File: src/rtl/sensor_conditioner_pkg.sv
// Shared channel indices and counter sizing for the sensor conditioner.
// Optional build macro: SENSOR_CONDITIONER_BF_LATCH_EN (used by the top).
package sensor_conditioner_pkg;

  localparam int CH_IDX = 0;
  localparam int BF_IDX = 1;
  localparam int SF_IDX = 2;
  localparam int SD_IDX = 3;
  localparam int SE_IDX = 4;
  localparam int ST_IDX = 5;
  localparam int NUM_CH = 6;

  // Bits needed to count 0..n-1, never less than one bit.
  function automatic int deb_cnt_w(input int n);
    return (n <= 2) ? 1 : $clog2(n);
  endfunction

endpackage

File: src/rtl/sensor_conditioner_debounce_bit.sv
// One conditioned channel: synchroniser chain, tick-driven debounce counter
// and the debounced level register. Exposes the next level for the top.
module debounce_bit
  import sensor_conditioner_pkg::*;
#(
  parameter int DEB_CYCLES  = 16,
  parameter int SYNC_STAGES = 2
) (
  input  logic clk_i,
  input  logic rst_ni,
  input  logic tick_i,
  input  logic raw_i,
  output logic level_nxt_o
);

  localparam int CW = deb_cnt_w(DEB_CYCLES);

  logic [SYNC_STAGES-1:0] sync_q;
  logic [CW-1:0]          cnt_q, cnt_d;
  logic                   level_q, level_d;
  logic                   sample;

  assign sample      = sync_q[SYNC_STAGES-1];
  assign level_nxt_o = level_d;

  always_comb begin
    cnt_d   = cnt_q;
    level_d = level_q;
    if (tick_i) begin
      if (sample == level_q) begin
        cnt_d = '0;
      end else if (cnt_q == CW'(DEB_CYCLES - 1)) begin
        level_d = ~level_q;
        cnt_d   = '0;
      end else begin
        cnt_d = cnt_q + 1'b1;
      end
    end
  end

  always_ff @(posedge clk_i or negedge rst_ni) begin
    if (!rst_ni) begin
      sync_q  <= '0;
      cnt_q   <= '0;
      level_q <= 1'b0;
    end else begin
      sync_q  <= {sync_q[SYNC_STAGES-2:0], raw_i};
      cnt_q   <= cnt_d;
      level_q <= level_d;
    end
  end

endmodule

File: src/rtl/sensor_conditioner.sv
// Robot sensor front-end: sync + debounce of six raw inputs, READY and EVT.
// Build macro SENSOR_CONDITIONER_BF_LATCH_EN holds BF high until CH drops.
module sensor_conditioner
  import sensor_conditioner_pkg::*;
#(
  parameter int TICK_DIV    = 1000,
  parameter int DEB_CYCLES  = 16,
  parameter int SYNC_STAGES = 2
) (
  input  logic CLK,
  input  logic RST_N,
  input  logic CH_RAW,
  input  logic BF_RAW,
  input  logic SF_RAW,
  input  logic SD_RAW,
  input  logic SE_RAW,
  input  logic ST_RAW,
  output logic CH,
  output logic BF,
  output logic SF,
  output logic SD,
  output logic SE,
  output logic ST,
  output logic READY,
  output logic EVT
);

  localparam int PW = deb_cnt_w(TICK_DIV);
  localparam int RW = deb_cnt_w(DEB_CYCLES);

  logic [PW-1:0]     presc_q, presc_d;
  logic              tick;
  logic [RW-1:0]     rdy_cnt_q, rdy_cnt_d;
  logic              ready_q, ready_d;
  logic [NUM_CH-1:0] raw, lvl_d, out_q, out_d;
  logic              evt_q, evt_d;

  assign raw[CH_IDX] = CH_RAW;
  assign raw[BF_IDX] = BF_RAW;
  assign raw[SF_IDX] = SF_RAW;
  assign raw[SD_IDX] = SD_RAW;
  assign raw[SE_IDX] = SE_RAW;
  assign raw[ST_IDX] = ST_RAW;

  for (genvar i = 0; i < NUM_CH; i++) begin : g_deb
    debounce_bit #(
      .DEB_CYCLES (DEB_CYCLES),
      .SYNC_STAGES(SYNC_STAGES)
    ) u_deb (
      .clk_i      (CLK),
      .rst_ni     (RST_N),
      .tick_i     (tick),
      .raw_i      (raw[i]),
      .level_nxt_o(lvl_d[i])
    );
  end

  always_comb begin
    tick    = (presc_q == PW'(TICK_DIV - 1));
    presc_d = tick ? '0 : presc_q + 1'b1;
  end

  always_comb begin
    rdy_cnt_d = rdy_cnt_q;
    ready_d   = ready_q;
    if (tick && !ready_q) begin
      if (rdy_cnt_q == RW'(DEB_CYCLES - 1)) begin
        ready_d = 1'b1;
      end else begin
        rdy_cnt_d = rdy_cnt_q + 1'b1;
      end
    end
  end

  // Outputs are computed from next-state values so EVT lines up with them.
  always_comb begin
    out_d         = lvl_d;
    out_d[CH_IDX] = lvl_d[CH_IDX] & ready_d;
`ifdef SENSOR_CONDITIONER_BF_LATCH_EN
    out_d[BF_IDX] = lvl_d[BF_IDX] | (out_q[BF_IDX] & out_d[CH_IDX]);
`else
    out_d[BF_IDX] = lvl_d[BF_IDX];
`endif
    evt_d = (out_d != out_q);
  end

  always_ff @(posedge CLK or negedge RST_N) begin
    if (!RST_N) begin
      presc_q   <= '0;
      rdy_cnt_q <= '0;
      ready_q   <= 1'b0;
      out_q     <= '0;
      evt_q     <= 1'b0;
    end else begin
      presc_q   <= presc_d;
      rdy_cnt_q <= rdy_cnt_d;
      ready_q   <= ready_d;
      out_q     <= out_d;
      evt_q     <= evt_d;
    end
  end

  assign CH    = out_q[CH_IDX];
  assign BF    = out_q[BF_IDX];
  assign SF    = out_q[SF_IDX];
  assign SD    = out_q[SD_IDX];
  assign SE    = out_q[SE_IDX];
  assign ST    = out_q[ST_IDX];
  assign READY = ready_q;
  assign EVT   = evt_q;

endmodule

File: config.mk
export PLATFORM = sky130hd
export DESIGN_NAME = sensor_conditioner
export DESIGN_NICKNAME = d
export VERILOG_FILES = /design/src/rtl/sensor_conditioner_pkg.sv /design/src/rtl/sensor_conditioner_debounce_bit.sv /design/src/rtl/sensor_conditioner.sv
export SDC_FILE = /design/constraint.sdc
export NUM_CORES = 1
export LEC_CHECK = 0
export CORE_MARGIN = 1
export CORE_UTILIZATION = 45
export DETAILED_ROUTE_END_ITERATION = 8
export PLACE_DENSITY = 0.61
export RECOVER_POWER = 100
export REMOVE_ABC_BUFFERS = 1
export SLEW_MARGIN = 20
export SYNTH_ARGS = -nofsm -noshare
export SYNTH_HDL_FRONTEND = slang
export SYNTH_SLANG_ARGS = --single-unit
File: constraint.sdc
create_clock -name CLK -period 3.1 [get_ports CLK]
set_input_delay 0.62 -clock CLK [delete_from_list [all_inputs] [get_ports CLK]]
set_output_delay 0.62 -clock CLK [all_outputs]
set_load 0.03 [all_outputs]
# Yosys cells after proc, flatten, opt, wreduce, memory -nomap -nowiden
# Cells that the tools add are included.
[totals]
ff_bits = 64
out_inout_bits = 8
inputBits = 8
elab_cells = 90
[op_classes]
n_bitwise = 8
n_reduce_logical = 3
n_mux = 33
n_eq_ne = 15
n_addsub = 8
[op_table]
columns = ["operator", "n"]
rows = [
  ["two-way mux 4 bit", 12],
  ["adder 4 x 1 -> 4 bit, second input constant", 7],
  ["equality test 4 bit, second input constant", 7],
  ["two-way mux 1 bit", 20],
  ["adder 10 x 1 -> 10 bit, second input constant", 1],
  ["equality test 10 bit, second input constant", 1],
  ["two-way mux 10 bit", 1],
  ["inverter 1 bit", 7],
  ["equality test 1 bit", 6],
  ["!= test 6 bit", 1],
  ["AND reduction 2 bit", 1],
  ["bitwise AND 1 bit", 1],
  ["logical AND 1 bit", 1],
  ["logical NOT 1 bit", 1],
]

# Logic depth before layout (Yosys ltp)
# Gate-level depths: netlist of run 1.
[logic_depth]
ltp_word = 6
ltp_mapped = 8
depth_no_buf = 6

# By module
# From an unflattened synthesis of run 1, not the netlist that was laid out.
[unflattened]
cells_unflattened = 240
hier_area_um2 = 2852.7
[modules_own_cells]
columns = ["mod", "cells_each", "seq_area_each_um2", "area_each_um2", "n_inst"]
rows = [
  ["debounce_bit", 27, 175.2, 315.3, 6],
  ["sensor_conditioner", 78, 550.5, 960.9, 1],
]

# Worst setup path after synthesis of run 1
# Ideal clock, no wire load.
[synth_timing]
path_type = "register to register"
startpoint = "reg presc_q[0]"
endpoint = "reg out_q[4]"
path_stages_with_launch = 8
t_arrival_ns = 1.688
slack_ns = 1.285
setup_ns = 0.127
synth_period_minus_slack_ns = 1.815
n_path_buf = 2
required_ns = 2.973
path_cell_list = "dfrtp_1 > ha_1 > nand3b_4 > or3_1 > buf_6 > buf_6 > nor2_1 > mux2_1"
[synth_via]
elab_chain_len = 2
[synth_lines]
columns = ["element", "line_no", "text"]
rows = [
  ["from (decl)", "sensor_conditioner.sv:31", "logic [PW-1:0] presc_q, presc_d;"],
  ["from (signal assigned)", "sensor_conditioner.sv:95", "presc_q <= presc_d;"],
  ["equality test 10 bit", "sensor_conditioner.sv:59", "tick = (presc_q == PW'(TICK_DIV - 1));"],
  ["two-way mux 1 bit", "sensor_conditioner_debounce_bit.sv:29", "if (tick_i) begin"],
  ["named net g_deb[4].u_deb.level_nxt_o", "sensor_conditioner_debounce_bit.sv:13", "output logic level_nxt_o"],
  ["to (signal assigned)", "sensor_conditioner.sv:98", "out_q <= out_d;"],
  ["to (decl)", "sensor_conditioner.sv:35", "logic [NUM_CH-1:0] raw, lvl_d, out_q, out_d;"],
]
# The timed path passes the listed nets, and every way through them passes these cells.
# A chain may end at the register's enable or synchronous reset.

# Worst setup path in the final report of run 1
[layout_timing]
startpoint = "reg presc_q[0]"
endpoint = "reg rdy_cnt_q[1]"
[layout_via]
elab_chain_len = 3
[layout_lines]
columns = ["element", "line_no", "text"]
rows = [
  ["equality test 10 bit", "sensor_conditioner.sv:59", ""],
  ["logical AND 1 bit", "sensor_conditioner.sv:66", "if (tick && !ready_q) begin"],
  ["AND reduction 2 bit (no source line)", "-", ""],
  ["to (signal assigned)", "sensor_conditioner.sv:96", "rdy_cnt_q <= rdy_cnt_d;"],
  ["to (decl)", "sensor_conditioner.sv:33", "logic [RW-1:0] rdy_cnt_q, rdy_cnt_d;"],
]
# Every way passes these cells.

==> results of run 1 <==
## area by class of cell
class                   instances  share of cell area
clock inverters                 3             0.00504
flip-flops and latches         59               0.495
inverters                       3             0.00378
multi-input cells             175               0.359
clock buffers                  11              0.0508
well taps                      72              0.0302
repair buffers                 21              0.0558
## sequential cells by signal (all words and copies together) (netlist names)
signal / flops
g_deb.u_deb.cnt_q: 24
g_deb.u_deb.sync_q: 12
presc_q: 10
out_q: 6
rdy_cnt_q: 4
EVT: 1
READY: 1
g_deb.u_deb.level_q: 1
## worst max-delay path, stage by stage (launching register included)
cell and delay [ns]:
dfrtp_1 0.38, ha_1 0.24, nand3b_2 0.12, or3_1 0.61, nor3_1 0.52, mux2_1 0.36
## synthesized netlist by cell type, drive strengths merged
master / instances / area (um^2)
and2: 3 / 18.8
o21ai: 16 / 80.1
nor2b: 1 / 6.26
nor4: 1 / 6.26
nor3: 9 / 61.3
o31ai: 2 / 20.0
mux2i: 1 / 10.0
nand3: 25 / 125
inv: 3 / 11.3
nand4: 2 / 18.8
a21o: 4 / 30.0
xor2: 8 / 70.1
o32a: 1 / 10.0
dfrtp: 59 / 1480
xnor2: 13 / 114
nand2: 37 / 139
and4: 1 / 8.76
ha: 8 / 100
clkbuf: 2 / 7.51
nand3b: 1 / 20.0
mux2: 6 / 67.6
nor2: 20 / 77.6
nand2b: 1 / 8.76
nand4b: 5 / 43.8
buf: 4 / 38.8
o22ai: 2 / 12.5
and3: 4 / 26.3
a21oi: 2 / 10.0
a211oi: 1 / 7.51
or3: 1 / 6.26
## cell families after synthesis
| group | after synthesis |
|---|---|
| AND/OR/NAND/NOR | 111 |
| flip-flops | 59 |
| AO/OA/AOI/OAI | 28 |
| XOR/XNOR | 21 |
| buffers and inverters | 9 |
| adder cells (fa/ha/maj) | 8 |
| multiplexers | 7 |
## worst paths after layout
path / slack [ns] / depth (start not counted) / startpoint / to
hold reg to reg: 0.34 / 0 / g_deb[1].u_deb.sync_q[0] / g_deb[1].u_deb.sync_q[1]
setup / recovery: 0.74 / 5 / presc_q[0] / rdy_cnt_q[1]
max in group asynchronous: 0.94 / 2 / RST_N / g_deb[1].u_deb.cnt_q[0]
min in group asynchronous: 0.77 / 1 / RST_N / presc_q[2]
setup reg to reg: 0.74 / 5 / presc_q[0] / rdy_cnt_q[1]
hold / removal: 0.34 / 0 / g_deb[1].u_deb.sync_q[0] / g_deb[1].u_deb.sync_q[1]
## metrics by stage
| step | utilization | instance area [um^2] | instances |
|---|---|---|---|
| 6_report | 0.535 | 2980 | 344 |
| 3_3_place_gp | 0.514 | 2870 | 330 |
| 2_1_floorplan | - | 2590 | 237 |
| 4_1_cts | 0.544 | 3030 | 344 |
| 5_1_grt | 0.535 | 2980 | 344 |
| 3_5_place_dp | 0.514 | 2870 | 330 |
## power by group through the flow
stage	clock network (mW)	registers, mW	logic [mW]
finish	0.594	0.783	0.0351
global route	0.648	0.783	0.0412
CTS	0.619	0.783	0.0398
detailed placement	0	0.797	0.0400
global placement	0	0.797	0.0391
floorplan	0	0.796	0.0113
## routing by layer
metal,vias to the layer above,global-route usage,share of wire
met1,866,0.206,0.47
met2,22,0.270,0.48
met4,0,0.0722,0.014
met3,7,0.0686,0.036
met5,-,0,0
li1,893,-,-
==> results.json, run 1 <==
{
  "status": "finished, violations left",
  "failed_checks": "max-capacitance violations, max-slew violations",
  "p_switching_mw": 0.302,
  "tritoncts": "done",
  "first_iter_violations": 51,
  "ir_worst_vdd_mv": 0.311,
  "fillers": 532,
  "cp_max_fo": 19,
  "via_per_inst": 5.20,
  "synth_warnings": 0,
  "yosys.area_share.xor_xnor": 0.0699,
  "syn_area_um2": 2630,
  "detail-route-antenna-nets": 0,
  "dieArea_um2": 6160,
  "synth_cell_types": 39,
  "fin_ws_ns": 0.741,
  "nNetsFinal": 285,
  "rows": 27,
  "tns_ns": 0,
  "synth-simple-area-share": 0.215,
  "grt_pass1_vias": 1789,
  "core-area_um2": 5570,
  "slew-limit-headroom": -0.194,
  "n_antenna_cell": 0,
  "root_buffer": "clkbuf_8",
  "tightest_slew_ns": 1.79,
  "ys_seq_elements": 59,
  "power.density_nw_per_um2": 473,
  "drv_slew": 36,
  "start_kind": "flop",
  "first_pass_iters": 4,
  "post_drt_wl_per_cell_um": 13.2,
  "place_ws_ns": 0.830,
  "clock_insertion_delay_worst_skew_ns": 0.33,
  "synth-adder-area-share": 0.0380,
  "regArea_um2": 1480,
  "final.period_utilization": 0.761,
  "grt_pass1_wl_um": 7890,
  "synth_compound_area_frac": 0.0646,
  "p_clk_frac": 0.420,
  "fin_crit_ns": 2.36,
  "drcViolationCount": 0,
  "crit_path_end_kind": "flop",
  "synth_top_family_by_area": "simple AND/OR/NAND/NOR gates",
  "hold_class": "reg2reg",
  "die_width_um": 78.5,
  "rsz0062_at_grt": "false",
  "finalWirelength_um": 4540,
  "ioPinCount": 16,
  "cp.required_ns": 3.31,
  "fin_skew_ns": 0.00732,
  "final_cell_mix": "dfrtp_1, nand2_1, nand3_1",
  "hold-worst-slack_ns": 0.343,
  "switching_share": 0.214,
  "die_h_um": 78.5,
  "synth.area.mux_share": 0.0295,
  "drive_above_1_share": 0.0846,
  "clockBufferDepth": 2,
  "arrival_ns": 2.56,
  "intPower_mw": 1.11,
  "drv_cap": 1,
  "post-dp-hpwl_um": 3180,
  "io_buffers": 15,
  "antenna_found_initial": 0,
  "cts_resized": 0,
  "clock-sinks": 59,
  "path_clk_slew_ns": 0.07,
  "dr_total_vias": 1788,
  "syn_inst": 243,
  "pwr-share-comb": 0.025,
  "avgSynthCellArea_um2": 10.8,
  "setup_viol": 0,
  "grt_usage": 0.171,
  "globalRouteOverflowTotal": 0,
  "multiInputGateArea_um2": 1070,
  "globalplace.congestion": 0.720,
  "grt_max_degree": 36,
  "totalPowerFinal_mw": 1.41,
  "htree_num_levels": 3,
  "crit_type": "reg2reg",
  "numCtsBuffers": 9,
  "fmax_mhz": 424,
  "mostFrequentLayoutCell": "dfrtp_1",
  "post_cts_buffers": 0,
  "hold_buffers": 0,
  "power_frac_seq": 0.555,
  "area.growth.synth_to_final_pct": 13.3,
  "start_util": 0.472,
  "synth_seq_area_share": 0.561,
  "hold_viol": 0,
  "power_leakage_nw": 1.48
}
Note: power is estimated with default switching activity, not from simulation.
==> run 2: changes to the inputs <==
==> constraint.sdc (replaced) <==
create_clock -name CLK -period 2.4 [get_ports CLK]
set_input_delay 0.48 -clock CLK [delete_from_list [all_inputs] [get_ports CLK]]
set_output_delay 0.48 -clock CLK [all_outputs]
set_load 0.03 [all_outputs]
==> results.json, run 2 (same netlist as run 1, synthesis figures left out) <==
{
  "post-dp-hpwl_um": 3000,
  "clock-sinks": 59,
  "arrival_ns": 2.33,
  "finalWirelength_um": 4330,
  "antenna_found_initial": 0,
  "rsz0062_at_grt": "false",
  "fin_util": 0.541,
  "numCtsBuffers": 9,
  "detail-route-antenna-nets": 0,
  "hold_buffers": 0,
  "grt_usage": 0.167,
  "drv_slew": 0,
  "die_width_um": 78.5,
  "cp.required_ns": 2.67,
  "clock_insertion_delay_worst_skew_ns": 0.33,
  "tritoncts": "done",
  "root_buffer": "clkbuf_8",
  "final.period_utilization": 0.854,
  "fin_crit_ns": 2.05,
  "largest_reg_flops": 24,
  "dieArea_um2": 6160,
  "drv_cap": 0,
  "crit_chain": "ha_1, nand3b_2, nor3_1, buf_4, a21oi_1, o32a_1, nand2_1",
  "crit_type": "reg2reg",
  "start_kind": "flop",
  "fin_ws_ns": 0.349,
  "drcViolationCount": 0,
  "clockBufferDepth": 2,
  "area.growth.synth_to_final_pct": 14.5,
  "path_buf_inv": 1,
  "path_clk_slew_ns": 0.06,
  "n_antenna_cell": 0,
  "cp_slowest_cell": "nor3_1",
  "crit_path_end_kind": "flop",
  "first_pass_iters": 4,
  "post_cts_buffers": 0,
  "die_h_um": 78.5,
  "cpPeakStageDelay_ns": 0.47,
  "hold_class": "in2async",
  "htree_num_levels": 3,
  "ioPinCount": 16,
  "status": "completed",
  "globalRouteOverflowTotal": 0,
  "fin_skew_ns": 0.00575,
  "hold-worst-slack_ns": 0.325,
  "cts_resized": 0,
  "first_iter_violations": 70,
  "post_drt_wl_per_cell_um": 12.5,
  "reg_top3": "g_deb.u_deb.cnt_q x24, g_deb.u_deb.sync_q x12, presc_q x10",
  "grt_pass1_vias": 1691,
  "grt_pass1_wl_um": 7510,
  "io_buffers": 15,
  "rows": 27,
  "start_util": 0.472,
  "tns_ns": 0,
  "hold_viol": 0,
  "drive_above_1_share": 0.102,
  "slew-limit-headroom": 0.279,
  "place_ws_ns": 0.354,
  "final_cell_mix": "dfrtp_1, nand2_1, nand3_1",
  "nNetsFinal": 285,
  "via_per_inst": 4.99,
  "tightest_slew_ns": 1.08,
  "fmax_mhz": 488,
  "mostFrequentLayoutCell": "dfrtp_1",
  "core-area_um2": 5570,
  "grt_max_degree": 34,
  "path_delay_family": "simple AND/OR/NAND/NOR gates",
  "dr_total_vias": 1726,
  "cp_max_fo": 11,
  "setup_viol": 0,
  "power.density_nw_per_um2": 614,
  "ir_worst_vdd_mv": 0.454,
  "regMostFlops": "g_deb.u_deb.cnt_q",
  "power_leakage_nw": 1.49,
  "globalplace.congestion": 0.734
}
[run 2: per-stage QoR]
stage	total power, mW	area, um^2	cells
floorplan	1.04	2590	237
global placement	1.08	2870	330
detailed placement	1.08	2870	330
CTS	1.89	3050	346
global route	1.94	3010	346
finish	1.85	3010	346
[run 2: report_power, final]
part | total, mW | leakage, nW | switching [mW] | internal [mW]
clock network | 0.794 | 0.0884 | 0.367 | 0.427
logic | 0.0446 | 0.621 | 0.0301 | 0.0145
registers | 1.01 | 0.782 | 0.00585 | 1.01
[run 2: metal layers]
metal,global-route usage,share of wire,up-vias,routed length (um)
met2,0.255,0.45,24,1930
met1,0.198,0.49,801,2120
met5,0,0,-,0
met3,0.0698,0.043,9,187
met4,0.0907,0.022,0,94
li1,-,-,892,-
[run 2: worst reg2reg max path, cell delays in order, from the launching register on]
cell	delay [ns]
dfrtp_1	0.38
ha_1	0.23
nand3b_2	0.12
nor3_1	0.47
buf_4	0.30
a21oi_1	0.13
o32a_1	0.30
nand2_1	0.07
[run 2: cell type report]
cell class / instances / area (um^2)
Multi-Input combinational cell: 175 / 1080
Clock inverter: 4 / 25.0
Fill cell: 506 / 2560
Clock buffer: 12 / 155
Sequential cell: 59 / 1480
Tap cell: 72 / 90.1
Inverter: 3 / 11.3
Timing Repair Buffer: 21 / 179
[run 2: final timing paths]
kind / slack (ns) / startpoint / endpoint / cells after the start
hold / removal: 0.32 / RST_N / g_deb[4].u_deb.cnt_q[0] / 1
setup reg to reg: 0.35 / presc_q[0] / EVT / 7
setup / recovery: 0.35 / presc_q[0] / EVT / 7
min in group CLK: 0.35 / g_deb[2].u_deb.sync_q[0] / g_deb[2].u_deb.sync_q[1] / 0
hold reg to reg: 0.35 / g_deb[2].u_deb.sync_q[0] / g_deb[2].u_deb.sync_q[1] / 0
max in group asynchronous: 0.69 / RST_N / presc_q[5] / 2
==> run 3: changes to the inputs <==
--- a/config.mk
+++ b/config.mk
@@ -7,6 +7,7 @@
 export LEC_CHECK = 0
 export CORE_MARGIN = 1
 export CORE_UTILIZATION = 45
+export CTS_BUF_LIST = sky130_fd_sc_hd__clkbuf_16
 export DETAILED_ROUTE_END_ITERATION = 8
 export PLACE_DENSITY = 0.61
 export RECOVER_POWER = 100
@@ -15,3 +16,4 @@
 export SYNTH_ARGS = -nofsm -noshare
 export SYNTH_HDL_FRONTEND = slang
 export SYNTH_SLANG_ARGS = --single-unit
+export TNS_END_PERCENT = 30
==> results.json, run 3 (same netlist as run 1, synthesis figures left out) <==
{
  "finalWirelength_um": 4350,
  "rsz0062_at_grt": "false",
  "hold_buffers": 0,
  "use_met1": 0.203,
  "dr_total_vias": 1734,
  "tightest_slew_ns": 1.08,
  "nNetsFinal": 285,
  "crit_path_end_kind": "flop",
  "largest_reg_flops": 24,
  "grt_pass1_vias": 1705,
  "cp_slowest_cell": "nor3_1",
  "globalRouteOverflowTotal": 0,
  "use_met2": 0.257,
  "cp.required_ns": 2.66,
  "reg_top3": "g_deb.u_deb.cnt_q x24, g_deb.u_deb.sync_q x12, presc_q x10",
  "core-area_um2": 5570,
  "drv_cap": 0,
  "power_leakage_nw": 1.53,
  "tns_ns": 0,
  "ioPinCount": 16,
  "crit_chain": "ha_1, nand3b_2, nor3_1, buf_4, a21oi_1, o32a_1, nand2_1",
  "placedCellCount": 330,
  "final_cell_mix": "dfrtp_1, nand2_1, nand3_1",
  "drcViolationCount": 0,
  "hold-worst-slack_ns": 0.345,
  "cp_max_fo": 11,
  "totalPowerFinal_mw": 2.14,
  "final.period_utilization": 0.855,
  "path_clk_slew_ns": 0.05,
  "fin_util": 0.555,
  "rows": 27,
  "tritoncts": "done",
  "start_kind": "flop",
  "drv_slew": 0,
  "final_area_um2": 3100,
  "post_drt_wl_per_cell_um": 12.6,
  "htree_num_levels": 3,
  "drive_above_1_share": 0.0949,
  "post-dp-hpwl_um": 3000,
  "grt_usage": 0.166,
  "dieArea_um2": 6160,
  "fin_cells": 346,
  "area.growth.synth_to_final_pct": 17.6,
  "start_util": 0.472,
  "place_ws_ns": 0.354,
  "grt_busiest_layer": "met2",
  "antenna_found_initial": 0,
  "root_buffer": "clkbuf_16",
  "first_iter_violations": 70,
  "clock_insertion_delay_worst_skew_ns": 0.32,
  "hold_class": "in2async",
  "fin_ws_ns": 0.348,
  "r2r_start": "presc_q[0]",
  "ir_worst_vdd_mv": 0.488,
  "first_pass_iters": 4,
  "hold_viol": 0,
  "via_per_inst": 5.01,
  "crit_start": "presc_q[0]",
  "mostFrequentLayoutCell": "dfrtp_1",
  "fmax_mhz": 487,
  "slew-limit-headroom": 0.279,
  "status": "completed",
  "setup_viol": 0,
  "io_buffers": 15,
  "n_antenna_cell": 0,
  "clockBufferDepth": 2,
  "regMostFlops": "g_deb.u_deb.cnt_q",
  "fin_skew_ns": 0.00575,
  "post_cts_buffers": 0,
  "detail-route-antenna-nets": 0,
  "die_h_um": 78.5,
  "numCtsBuffers": 9,
  "arrival_ns": 2.31,
  "met3_usage": 0.0663,
  "grt_pass1_wl_um": 7590,
  "fin_crit_ns": 2.05,
  "cpPeakStageDelay_ns": 0.47,
  "crit_type": "reg2reg",
  "dpl-instance-area_um2": 2870,
  "die_width_um": 78.5,
  "power.density_nw_per_um2": 693,
  "grt_max_degree": 34,
  "cts_resized": 0,
  "clock-sinks": 59,
  "globalplace.congestion": 0.734
}
[run 3: changes by cell type in the layout (fill, tap and decap cells not counted)]
cell / previous run / this run
clkinv_1: 0 / 2
clkbuf_8: 11 / 0
inv_1: 3 / 4
clkbuf_16: 0 / 9
clkbuf_1: 4 / 3
[run 3: critical path: cells and delay by family (launching register included)]
family                   cells  cell delay (ns)
AND/OR/NAND/NOR              3             0.66
flip-flops                   1             0.37
adder cells (fa/ha/maj)      1             0.23
AO/OA/AOI/OAI                2             0.43
buffers and inverters        1             0.30
[run 3: layout make-up]
| type | count | area (um^2) |
|---|---|---|
| fill | 500 | 2480 |
| sequential | 59 | 1480 |
| multi-input combinational | 175 | 1080 |
| clock buffer | 9 | 225 |
| timing repair buffer | 21 | 179 |
| tap | 72 | 90.1 |
| clock inverter | 7 | 36.3 |
| inverter | 3 | 11.3 |
[run 3: path summary, 6_finish.rpt]
path | to | slack (ns) | cells past startpoint
worst max register to register | EVT | 0.35 | 7
worst min-delay path | g_deb[0].u_deb.cnt_q[2] | 0.34 | 1
worst max-delay path | EVT | 0.35 | 7
worst min register to register | g_deb[4].u_deb.sync_q[1] | 0.35 | 0
min in group CLK | g_deb[4].u_deb.sync_q[1] | 0.35 | 0
max in group asynchronous | presc_q[5] | 0.67 | 2
[run 3: routing by layer]
layer	wire length, um	part of all wire
met1	2130	0.49
met2	1970	0.45
met3	183	0.042
met4	62	0.014
met5	0	0
[run 3: power breakdown]
group | leakage [nW] | internal (mW) | switching [mW]
sequential | 0.782 | 1.01 | 0.00586
clock | 0.127 | 0.680 | 0.407
combinational | 0.621 | 0.0145 | 0.0303
total | 1.53 | 1.70 | 0.443
